===== src/rtl/ram_dp_be.sv =====
// Dual-port (1W/1R) RAM with byte-lane write enables, registered read with valid,
// selectable read-during-write and a hardware clear sequencer.
module ram_dp_be #(
  parameter int unsigned N          = 4,
  parameter int unsigned M          = 16,
  parameter int unsigned B          = 8,
  parameter int unsigned RDW_MODE   = 0,
  parameter int unsigned CLR_ON_RST = 1
) (
  input  logic             clk,
  input  logic             rst_n,
  input  logic             clr,
  output logic             busy,
  input  logic             we,
  input  logic [N-1:0]     wadr,
  input  logic [M/B-1:0]   wbe,
  input  logic [M-1:0]     din,
  input  logic             re,
  input  logic [N-1:0]     radr,
  output logic [M-1:0]     dout,
  output logic             dvalid
);

  localparam int unsigned L     = M / B;
  localparam int unsigned DEPTH = 2 ** N;

  if ((M % B) != 0) begin : g_bad_lane_cfg
    $error("ram_dp_be: data width M must be a multiple of lane width B");
  end

  typedef enum logic {
    IDLE  = 1'b0,
    CLEAR = 1'b1
  } state_e;

  state_e         state_q, state_d;
  logic [N-1:0]   cnt_q, cnt_d;
  logic [M-1:0]   dout_q, dout_d;
  logic           dvalid_q, dvalid_d;

  logic [M-1:0]   mem [DEPTH];

  logic           idle_c;
  logic           wr_en_c;
  logic [N-1:0]   wr_adr_c;
  logic [M-1:0]   wr_data_c;
  logic [L-1:0]   wr_lane_c;
  logic [M-1:0]   be_mask_c;
  logic           rd_en_c;
  logic           rdw_hit_c;
  logic [M-1:0]   rd_old_c;
  logic [M-1:0]   rd_merged_c;

  assign idle_c = (state_q == IDLE);
  assign busy   = (state_q == CLEAR);
  assign dout   = dout_q;
  assign dvalid = dvalid_q;

  // Clear sequencer next-state: walks cnt over every word, then returns to IDLE.
  always_comb begin
    state_d = state_q;
    cnt_d   = cnt_q;
    case (state_q)
      IDLE: begin
        if (clr) begin
          state_d = CLEAR;
          cnt_d   = '0;
        end
      end
      CLEAR: begin
        cnt_d = cnt_q + N'(1);
        if (cnt_q == '1) begin
          state_d = IDLE;
        end
      end
      default: state_d = IDLE;
    endcase
  end

  // Write port mux: the sequencer owns the array while clearing.
  always_comb begin
    for (int unsigned i = 0; i < L; i++) begin
      be_mask_c[i*B +: B] = {B{wbe[i]}};
    end
    wr_en_c   = we;
    wr_adr_c  = wadr;
    wr_data_c = din;
    wr_lane_c = wbe;
    if (!idle_c) begin
      wr_en_c   = 1'b1;
      wr_adr_c  = cnt_q;
      wr_data_c = '0;
      wr_lane_c = '1;
    end
  end

  // Read path: old word by default, merged word on a same-address hit when RDW_MODE=1.
  always_comb begin
    rd_en_c     = re & idle_c;
    rdw_hit_c   = we & idle_c & (wadr == radr);
    rd_old_c    = mem[radr];
    rd_merged_c = (rd_old_c & ~be_mask_c) | (din & be_mask_c);
    dout_d      = dout_q;
    dvalid_d    = rd_en_c;
    if (rd_en_c) begin
      dout_d = ((RDW_MODE == 1) && rdw_hit_c) ? rd_merged_c : rd_old_c;
    end
  end

  // Array storage has no reset so it can map onto block RAM.
  always_ff @(posedge clk) begin
    if (wr_en_c) begin
      for (int unsigned i = 0; i < L; i++) begin
        if (wr_lane_c[i]) begin
          mem[wr_adr_c][i*B +: B] <= wr_data_c[i*B +: B];
        end
      end
    end
  end

  always_ff @(posedge clk or negedge rst_n) begin
    if (!rst_n) begin
      state_q  <= (CLR_ON_RST != 0) ? CLEAR : IDLE;
      cnt_q    <= '0;
      dout_q   <= '0;
      dvalid_q <= 1'b0;
    end else begin
      state_q  <= state_d;
      cnt_q    <= cnt_d;
      dout_q   <= dout_d;
      dvalid_q <= dvalid_d;
    end
  end

endmodule


===== config.mk =====
export PLATFORM = sky130hd
export DESIGN_NAME = ram_dp_be
export DESIGN_NICKNAME = d
export VERILOG_FILES = /design/src/rtl/ram_dp_be.sv
export SDC_FILE = /design/constraint.sdc
export NUM_CORES = 1
export LEC_CHECK = 0
export ABC_CLOCK_PERIOD_IN_PS = 6000
export CAP_MARGIN = 20
export CORE_MARGIN = 2
export CORE_UTILIZATION = 53
export DETAILED_ROUTE_END_ITERATION = 12
export PLACE_DENSITY_LB_ADDON = 0.25
export SLEW_MARGIN = 10
export SYNTH_ARGS = -nofsm -noshare
export SYNTH_HDL_FRONTEND = slang
export SYNTH_SLANG_ARGS = --single-unit
export TNS_END_PERCENT = 10

===== constraint.sdc =====
create_clock -name clk -period 6 [get_ports clk]
set_clock_uncertainty 0.05 [all_clocks]
set_input_delay 0.9 -clock clk [delete_from_list [all_inputs] [get_ports clk]]
set_output_delay 0.9 -clock clk [all_outputs]
set_load 0.01 [all_outputs]

==> out/qor.yml <==
run_status: "finished, final reports clean"
die-area_mm2: 0.0222
routed_wl_um: 22800
gp_congestion: 0.807
clk_pin_slew_ps: 60
crit_type: "register to primary output"
grt_first_pass_wirelength_um: 34800
coreArea_mm2: 0.0208
clk_latency_ps: 530
diodes: 0
placed_cell_area_mm2: 0.0118
path_max_fanout: 40
post_cts_buffers: 0
cts_buffers: 27
syn_nets: 722
cp_cell_sequence: "clkdlybuf4s50_1"
grt_start_max_net_pins: 52
end_kind: "primary output"
port_buffers: 48
grt_pass1_vias: 6128
crit_slowest_cell: "dfstp_2"
viasPerCell: 5.89
postLayoutCellArea_mm2: 0.0128
dp_hpwl_um: 14400
cts_tree: "yes"
synth_cell_types: 32
setup_viol: 0
wire_per_inst_um: 21.9
drt_first_pass_iters: 5
nNetsFinal: 779
drtAntennaViolNets: 0
first_iter_violations: 591
syn_inst: 690
hold_path_class: "register to register"
synth_largest_area_cell: "edfxtp_1"
multiInputGateArea_mm2: 0.00264
ys_seq_area_share_pct: 74.0
rsz0062_at_grt: "no"
whs_ps: 433
slew_headroom_pct: 26.7
die_h_um: 149
maxSlewViolCount: 0
cts_resized: 0
antenna_found_initial: 0
max_freq_mhz: 323
async_reset_ff_share_pct: 7.91
area_growth_pct: 15.2
crit_required_ps: 5050
regArea_mm2: 0.00824
synth_area_mm2: 0.0111
num_io_pins: 49
min_period_ps: 3100
h-tree-depth: 1
route.detailed.drc: 0
fin_crit_sh_pct: 51.6
die_x_um: 149
max_cap_violations: 0
dr_total_vias: 6139
tightest_slew_ps: 1100
arrival_ps: 2150
grt_overflow: 0
row_count: 53
max_stage_delay_ps: 950
cts_hold_buf: 0
finalHoldViolCount: 0
drive_above_1_share_pct: 9.90
synth.most_common_cell: "edfxtp_1"
cts.sinks: 278
power_density_mw_per_mm2: 445
fillerInstances: 1539
clockBufferDepth: 3
synth.avg_cell_area_um2: 16.1
leakage_nw: 4.64
synth_top_area_share_pct: 69.0
ys.flop_type: "edfxtp_1"
start_util_pct: 53.5
worst-path-buf-inv: 1
synth_common_cells: "edfxtp_1, mux2i_1, nand2_1, a22oi_1, nor2_1"
cts_root_buf: "clkbuf_16"
start_kind: "register"
ir_drop_mv: 0.229
utilization_pct: 61.6
synth-edff-count: 256
grt_use_total_pct: 20.7
synth.area.top_cells: "edfxtp_1, mux2i_1, dfrtp_1"
yosys_warnings: 0
fin_tns_setup_ps: 0
synth_seq_cells: 278
cp_top_family: "flip-flops"
[where the power goes]
group          total [W]  internal, W  switching, W
logic            0.00107     0.000358      0.000710
clock network    0.00177      0.00109      0.000682
registers        0.00286      0.00270      0.000167
[per-layer routing]
| layer | routed length [um] | share of wire [%] | track usage, % | up-vias |
|---|---|---|---|---|
| li1 | - | - | - | 2757 |
| met1 | 10100 | 44 | 30.9 | 3102 |
| met2 | 10600 | 46 | 32.5 | 240 |
| met3 | 1620 | 7.1 | 2.87 | 40 |
| met5 | 0 | 0 | 0 | - |
| met4 | 465 | 2.0 | 5.57 | 0 |
[area by class of cell]
type	instances	area share (%)
Clock buffer	36	5.84
Inverter	5	0.146
Clock inverter	14	1.56
Multi-Input combinational cell	367	20.6
Sequential cell	278	64.2
Timing Repair Buffer	68	4.93
Tap cell	275	2.68
[worst min-delay path, delay by kind of cell (launching register included)]
| family | cells | cell delay [ps] |
|---|---|---|
| DFF | 1 | 340 |
| and+or+nand+nor | 2 | 110 |
[kinds of logic after synthesis]
family	count (synthesis)	synth area share, %
buf+inv	45	2.47
compound gates	63	4.40
fa+ha+maj	1	0.112
mux	128	11.5
simple gates	173	7.35
xor+xnor	2	0.157
flops	278	74.0
[flip-flops by register name (all words and copies together), names as in the netlist]
name / flops
busy: 1
cnt_q: 4
dout: 16
dvalid: 1
mem: 256
[cells in the final DEF (no fill, tap or decap), drive strengths merged]
cell and n:
ha 1, nand2b 4, o21ai 2, edfxtp 256
nand2 52, clkdlybuf4s50 47, nor2b 20, clkinvlp 1
dfrtp 21, mux2i 128, o31ai 2, and2 2
inv 6, clkinv 7, buf 21, dfstp 1
nor2 38, a22oi 49, xnor2 1, or2 8
a41oi 1, nand4 16, a21oi 2, bufinv 5
a32oi 4, xor2 1, nand3 33, a2bb2oi 3
clkbuf 36
[worst paths after layout]
kind	from	end	slack, ps	cells past startpoint
max	busy$_DFF_PN1_	busy	2900	1
min	dout[7]$_DFFE_PN0P_	dout[7]$_DFFE_PN0P_	430	2
max reg2reg	busy$_DFF_PN1_	mem[14][4]$_DFFE_PP_	3020	4
min reg2reg	dout[7]$_DFFE_PN0P_	dout[7]$_DFFE_PN0P_	430	2
max in group asynchronous	rst_n	busy$_DFF_PN1_	4880	2
min in group asynchronous	rst_n	cnt_q[3]$_DFFE_PN0P_	700	2
[per-stage QoR]
stage | power (W) | cells | setup slack [ps]
after floorplan | 0.00350 | 690 | 3740
after global placement | 0.00388 | 978 | 2770
after detailed placement | 0.00394 | 980 | 2720
after CTS | 0.00570 | 1030 | 2890
after global routing | 0.00592 | 1043 | 2800
final | 0.00570 | 1043 | 2900
No activity file was read; power rests on OpenSTA's default activity.
